`src/rtl/ami_rd_splitter.sv`:
```
// AXI4 read-command splitter: turns one (addr, bytes) read command into full-width
// INCR AR bursts bounded by MAX_BEATS and 4KB pages; R beats pass straight through.
module ami_rd_splitter #(
   parameter int AXI_DW    = 128,
   parameter int AXI_AW    = 32,
   parameter int AXI_IW    = 8,
   parameter int AXI_LW    = 8,
   parameter int AXI_SW    = 3,
   parameter int MAX_BEATS = 256,
   parameter int MAX_OUTS  = 4,
   parameter int CNT_W     = 24,
   parameter int AXI_BYTES = AXI_DW/8
)(
   input  logic              ACLK,
   input  logic              ARESETn,
   input  logic              cmd_valid,
   output logic              cmd_ready,
   input  logic [AXI_AW-1:0] cmd_addr,
   input  logic [CNT_W-1:0]  cmd_bytes,
   input  logic [AXI_IW-1:0] cmd_id,
   output logic [AXI_IW-1:0] ARID,
   output logic [AXI_AW-1:0] ARADDR,
   output logic [AXI_LW-1:0] ARLEN,
   output logic [AXI_SW-1:0] ARSIZE,
   output logic [1:0]        ARBURST,
   output logic              ARVALID,
   input  logic              ARREADY,
   input  logic [AXI_DW-1:0] RDATA,
   input  logic [1:0]        RRESP,
   input  logic              RLAST,
   input  logic              RVALID,
   output logic              RREADY,
   output logic [AXI_DW-1:0] usr_rdata,
   output logic              usr_rvalid,
   input  logic              usr_rready,
   output logic              usr_rlast,
   output logic              done,
   output logic              err
);

   localparam int SZ = $clog2(AXI_BYTES);
   localparam int OW = $clog2(MAX_OUTS + 1);
   // Beat arithmetic must hold a full 4KB page worth of beats as well as cmd_bytes/AXI_BYTES.
   localparam int BW = (CNT_W > 13) ? CNT_W : 13;

   typedef enum logic [2:0] {IDLE, CALC, ISSUE, DRAIN, DONE} state_t;

   state_t            state, state_nx;
   logic [AXI_AW-1:0] addr_q;
   logic [AXI_IW-1:0] id_q;
   logic [CNT_W-1:0]  rem_q;
   logic [BW-1:0]     beats_q, beats_c, rem_w, page_beats, max_w;
   logic [12:0]       page_bytes;
   logic [AXI_LW-1:0] arlen_q;
   logic [OW-1:0]     outs_q;
   logic              err_q;
   logic              accept, param_err, ar_hs, r_hs, outs_dec, last_burst;

   assign cmd_ready  = (state == IDLE);
   assign accept     = cmd_valid & cmd_ready;
   assign param_err  = (cmd_bytes == '0) | (|cmd_addr[SZ-1:0]) | (|cmd_bytes[SZ-1:0]);
   assign ar_hs      = ARVALID & ARREADY;
   assign r_hs       = RVALID & usr_rready;
   // RLAST with nothing outstanding is an unsolicited beat and must not underflow.
   assign outs_dec   = r_hs & RLAST & (outs_q != '0);
   assign last_burst = (rem_q == CNT_W'(beats_q));

   assign ARID      = id_q;
   assign ARADDR    = addr_q;
   assign ARLEN     = arlen_q;
   assign ARSIZE    = AXI_SW'(SZ);
   assign ARBURST   = 2'b01;
   assign ARVALID   = (state == ISSUE);

   assign RREADY     = usr_rready;
   assign usr_rdata  = RDATA;
   assign usr_rvalid = RVALID;
   assign usr_rlast  = RLAST & (state == DRAIN) & (outs_q == OW'(1));

   assign done = (state == DONE);
   assign err  = (state == DONE) & err_q;

   assign rem_w      = BW'(rem_q);
   assign max_w      = BW'(MAX_BEATS);
   assign page_bytes = 13'h1000 - {1'b0, addr_q[11:0]};
   assign page_beats = BW'(page_bytes >> SZ);

   always_comb begin
      beats_c = rem_w;
      if (max_w < beats_c)      beats_c = max_w;
      if (page_beats < beats_c) beats_c = page_beats;
   end

   always_comb begin
      state_nx = state;
      case (state)
         IDLE:  if (accept) state_nx = param_err ? DONE : CALC;
         CALC:  if (outs_q < OW'(MAX_OUTS)) state_nx = ISSUE;
         ISSUE: if (ar_hs) state_nx = last_burst ? DRAIN : CALC;
         DRAIN: if ((outs_q == '0) || ((outs_q == OW'(1)) && outs_dec)) state_nx = DONE;
         DONE:  state_nx = IDLE;
         default: state_nx = IDLE;
      endcase
   end

   always_ff @(posedge ACLK or negedge ARESETn) begin
      if (!ARESETn) state <= IDLE;
      else          state <= state_nx;
   end

   always_ff @(posedge ACLK or negedge ARESETn) begin
      if (!ARESETn) begin
         addr_q  <= '0;
         id_q    <= '0;
         rem_q   <= '0;
         beats_q <= '0;
         arlen_q <= '0;
         outs_q  <= '0;
         err_q   <= 1'b0;
      end else begin
         if (accept) begin
            addr_q <= cmd_addr;
            id_q   <= cmd_id;
            rem_q  <= cmd_bytes >> SZ;
            err_q  <= param_err;
         end else if (r_hs && (RRESP != 2'b00)) begin
            err_q  <= 1'b1;
         end
         // Burst size is re-evaluated every CALC cycle and frozen for ISSUE.
         if (state == CALC) begin
            beats_q <= beats_c;
            arlen_q <= AXI_LW'(beats_c - BW'(1));
         end
         if (ar_hs) begin
            addr_q <= addr_q + (AXI_AW'(beats_q) << SZ);
            rem_q  <= rem_q - CNT_W'(beats_q);
         end
         case ({ar_hs, outs_dec})
            2'b10:   outs_q <= outs_q + OW'(1);
            2'b01:   outs_q <= outs_q - OW'(1);
            default: outs_q <= outs_q;
         endcase
      end
   end

endmodule

```
`config.mk`:
```
export PLATFORM = sky130hd
export DESIGN_NAME = ami_rd_splitter
export DESIGN_NICKNAME = d
export VERILOG_FILES = /design/src/rtl/ami_rd_splitter.sv
export SDC_FILE = /design/constraint.sdc
export NUM_CORES = 1
export LEC_CHECK = 0
export CORE_MARGIN = 3
export CORE_UTILIZATION = 38
export DETAILED_ROUTE_END_ITERATION = 10
export PLACE_DENSITY = 0.83
export REMOVE_ABC_BUFFERS = 1
export SLEW_MARGIN = 10
export SYNTH_ARGS = -nofsm -noshare
export SYNTH_HDL_FRONTEND = slang
export SYNTH_SLANG_ARGS = --single-unit
```
`constraint.sdc`:
```
create_clock -name ACLK -period 3.9 [get_ports ACLK]
set_clock_uncertainty 0.05 [all_clocks]
set_input_delay 0.585 -clock ACLK [delete_from_list [all_inputs] [get_ports ACLK]]
set_output_delay 0.585 -clock ACLK [all_outputs]
set_load 0.01 [all_outputs]
```
==> flow_summary.rst <==
.. list-table::
   :header-rows: 1

   * - Metric
     - Value
   * - Outcome
     - finished, final reports clean
   * - Max-cap check violation count
     - 0
   * - Cell Area, Synth
     - 8240 um^2
   * - Share of the synthesized area in the top cell type
     - 0.313
   * - Number of cell rows
     - 53
   * - Die area
     - 23,500 um^2
   * - Peak VDD IR
     - 0.371 mV
   * - Number of endpoints with negative hold slack in the final report
     - 0
   * - Area Overhead vs Synth
     - 15.9%
   * - Proportion of layout cells with a drive suffix above 1
     - 0.117
   * - Register bit total from synthesis
     - 103
   * - Finished Layout Cells
     - 1,255
   * - Inserted Diodes
     - 0
   * - Routed WL per cell
     - 34.7 um
   * - Synth Area per Inst
     - 8.66 um^2
   * - Reg-to-reg slack, setup
     - 0.13 ns
   * - Part of the total power dissipated in sequential elements
     - 0.255
   * - Die Y
     - 153 um
   * - Cell count after placement
     - 1,236
   * - Top-Level Pins
     - 389
   * - Via count of the first global-routing pass
     - 7,071
   * - Worst-path fanout max
     - 5
   * - Largest area contributor in the synthesized netlist
     - sky130_fd_sc_hd__dfrtp_1
   * - Worst hold path type
     - input pin to asynchronous set/reset pin
   * - Width of the die
     - 153 um
   * - Number of iterations in the first detailed-routing pass
     - 5
   * - GRT Resource Usage Total
     - 0.359
   * - Area of the placeable core
     - 21,200 um^2
   * - Switch Pwr
     - 3360 uW
   * - DRC Markers
     - 0
   * - Deepest clock path buffer count
     - 2
   * - CTS root buffer
     - sky130_fd_sc_hd__clkbuf_16
   * - Commonest cells in the netlist
     - 135 x sky130_fd_sc_hd__buf_4, 103 x sky130_fd_sc_hd__dfrtp_1, 69 x sky130_fd_sc_hd__o21ai_0
   * - Startpoint types
     - flip-flop
   * - Maximum clock rate
     - 265 MHz
   * - Worst-case headroom to the max-slew limit
     - 0.369
   * - Final-report setup violation count
     - 0
   * - GR Overflow Total
     - 0
   * - Accumulated negative setup slack
     - 0 ns
   * - Count of nets left with antenna violations after detail routing
     - 0
   * - Portion of total power attributed to combinational logic
     - 0.621
   * - Total wire length
     - 43,500 um
   * - Post-layout min period
     - 3.77 ns
   * - First-pass GRT wire length
     - 58,200 um
   * - Synth warn
     - 0
   * - Cell count of the worst reg-to-reg path
     - 17
   * - Post-cts hold buffer count
     - 0
   * - Count leader, synth
     - sky130_fd_sc_hd__buf_4
   * - Initial antenna violation count
     - 0
   * - Dominant register cell in the synthesized netlist
     - sky130_fd_sc_hd__dfrtp_1
   * - TritonCTS clock tree
     - yes
   * - CP Data Arrival Time
     - 3.95 ns
   * - Core utilization of the finished layout
     - 0.452
   * - H-Tree Depth
     - 3
   * - CTS Buf Count
     - 9
   * - Async set or reset register ratio after synthesis
     - 1.00
   * - Count of vias placed by the detailed router
     - 7,304
   * - Count of clock tree sinks
     - 103
   * - CP Class
     - flip-flop to flip-flop
   * - Period utilization
     - 0.968
   * - P per Cell Area
     - 803 nW/um^2
   * - Number of distinct standard cells referenced by the synthesized netlist
     - 62
   * - Nets
     - 1,241
   * - Clock insertion delay at the later pin of the skew report
     - 0.36 ns
   * - Switching share of power
     - 0.438
   * - CP required
     - 4.08 ns
   * - Static power due to leakage
     - 0.00411 uW
   * - Gate Count Post-Synth
     - 952
   * - Origin of the critical flop-to-flop path
     - ARADDR[0]
   * - Global placer's final weighted congestion
     - 1.00
   * - Estimated wirelength of the detail-placed design
     - 37,200 um
   * - Critical path capture point type
     - flip-flop
   * - Sequential area share after synthesis
     - 0.313
   * - Least-Margin Pin Slew
     - 0.947 ns
   * - Fill cells
     - 2,063
   * - Maximum number of pins on one net before global-route repair
     - 69
   * - CTS clk-pin slew, worst paths
     - 0.08 ns
   * - Crit Reg-Reg Endpoint
     - ARLEN[6]
   * - Drt initial violations
     - 526
   * - Count of flip-flops with a built-in enable after synthesis
     - 0
   * - Internal cell power
     - 4310 uW
   * - Power share of the clock group
     - 0.124
   * - Max-slew violation count
     - 0
   * - Effective utilization at floorplan
     - 0.390
   * - Number of vias per cell
     - 5.82
   * - Count of buffers inserted at the top-level ports
     - 127
   * - Leading post-synthesis cells by cell area
     - sky130_fd_sc_hd__dfrtp_1 31%, sky130_fd_sc_hd__buf_4 12%, sky130_fd_sc_hd__ha_1 9.3%
==> metal layers <==
metal | share of wire | routed length (um) | vias to the layer above | GRT usage
met5 | 0.0046 | 199 | - | 0.0683
met4 | 0.073 | 3190 | 4 | 0.211
met3 | 0.22 | 9780 | 79 | 0.378
met2 | 0.45 | 19400 | 516 | 0.559
met1 | 0.25 | 11000 | 3393 | 0.264
li1 | - | - | 3312 | -
==> metrics by stage <==
step / total power (uW) / setup WS (ns) / hold slack, ns / cell area [um^2]
2_1_floorplan: 4800 / -0.0675 / 0.239 / 7100
3_3_place_gp: 6420 / -0.00344 / 0.413 / 9100
3_5_place_dp: 6520 / -0.0337 / 0.429 / 9100
4_1_cts: 7510 / 0.00511 / 0.351 / 9410
5_1_grt: 8260 / -0.0238 / 0.381 / 9550
6_report: 7670 / 0.126 / 0.318 / 9550
==> state kept, by name, summed over array words and instances (netlist names) <==
| register | cells |
|---|---|
| ARADDR | 32 |
| ARID | 8 |
| ARLEN | 8 |
| beats_q | 24 |
| err_q | 1 |
| outs_q | 3 |
| rem_q | 24 |
| state | 3 |
==> worst max-delay path: stages, from the launching register on <==
cell and delay (ns):
sky130_fd_sc_hd__dfrtp_1 0.41, sky130_fd_sc_hd__nor4_4 0.32, sky130_fd_sc_hd__nand2_1 0.13, sky130_fd_sc_hd__or4_4 0.54, sky130_fd_sc_hd__nor3_4 0.25, sky130_fd_sc_hd__xnor2_2 0.15, sky130_fd_sc_hd__ha_1 0.26, sky130_fd_sc_hd__nand2_2 0.07
sky130_fd_sc_hd__or2_4 0.14, sky130_fd_sc_hd__o221ai_4 0.11, sky130_fd_sc_hd__a21oi_4 0.26, sky130_fd_sc_hd__nor2_2 0.10, sky130_fd_sc_hd__a21oi_2 0.14, sky130_fd_sc_hd__ha_2 0.21, sky130_fd_sc_hd__o311ai_2 0.14, sky130_fd_sc_hd__nor2_2 0.14
sky130_fd_sc_hd__xor2_1 0.15, sky130_fd_sc_hd__o21ai_1 0.07
==> area by class of cell <==
type,instances,area [um^2],share of cell area
Clock buffer,10,239,0.0250
Clock inverter,4,47.5,0.00498
Inverter,51,191,0.0200
Multi-Input combinational cell,634,4470,0.468
Sequential cell,103,2580,0.270
Tap cell,275,344,0.0360
Timing Repair Buffer,178,1680,0.176
==> cells in the final DEF, fill, tap and decap left out, drive strengths merged, types with 9 or more instances in the layout <==
| cell type | synthesis | layout |
|---|---|---|
| xor2 | 18 | 18 |
| nand2b | 14 | 14 |
| clkdlybuf4s50 | 0 | 126 |
| a21o | 14 | 14 |
| clkbuf | 30 | 10 |
| o21a | 14 | 14 |
| nor2 | 67 | 67 |
| dfrtp | 103 | 103 |
| ha | 61 | 61 |
| o21ai | 78 | 78 |
| a221o | 16 | 16 |
| nor3 | 30 | 30 |
| buf | 137 | 52 |
| nor2b | 10 | 10 |
| a21oi | 52 | 52 |
| a22oi | 29 | 29 |
| mux2i | 9 | 9 |
| xnor2 | 19 | 19 |
| inv | 50 | 50 |
| mux2 | 13 | 13 |
| nor4 | 16 | 16 |
| nand2 | 53 | 53 |
| nand3 | 18 | 18 |
| a211oi | 12 | 12 |
==> power by group through the flow <==
| stage | Combinational (uW) | Clock, uW | Sequential, uW |
|---|---|---|---|
| final | 4760 | 950 | 1960 |
| after global routing | 5260 | 998 | 2010 |
| after CTS | 4610 | 965 | 1940 |
| after detailed placement | 4570 | 0 | 1950 |
| after global placement | 4490 | 0 | 1930 |
| after floorplan | 2790 | 0 | 2010 |
==> how the worst max path moves through the flow <==
stage | startpoint | end | slack [ns] | cells after the start
finish | ARADDR[0] | ARLEN[6] | 0.13 | 17
global route | ARADDR[0] | ARLEN[6] | -0.02 | 17
CTS | rem_q[16] | ARLEN[6] | 0.005 | 17
detailed placement | ARADDR[3] | ARLEN[6] | -0.03 | 17
global placement | ARADDR[3] | ARLEN[6] | -0.003 | 17
floorplan | ARADDR[3] | ARLEN[6] | -0.07 | 17
==> what timing repair did <==
action / CTS / global route
endpoints found under the setup margin: 1 / 4
pin swaps: 0 / 10
setup buffers: 0 / 6
resized for setup: 4 / 24
==> cells by family (layout without fill, tap and decap cells) <==
kind of cell,Yosys count,count (layout),share of synthesized area
xor gates and xnor gates,37,37,0.0393
muxes,22,22,0.0287
buffers and inverters,218,243,0.163
AOI/OAI and AO/OA,262,262,0.211
adders and majority gates,63,63,0.0975
DFF,103,103,0.313
and+or+nand+nor,245,245,0.147
other,2,5,0.000911
(Power assumes the default switching activity.)
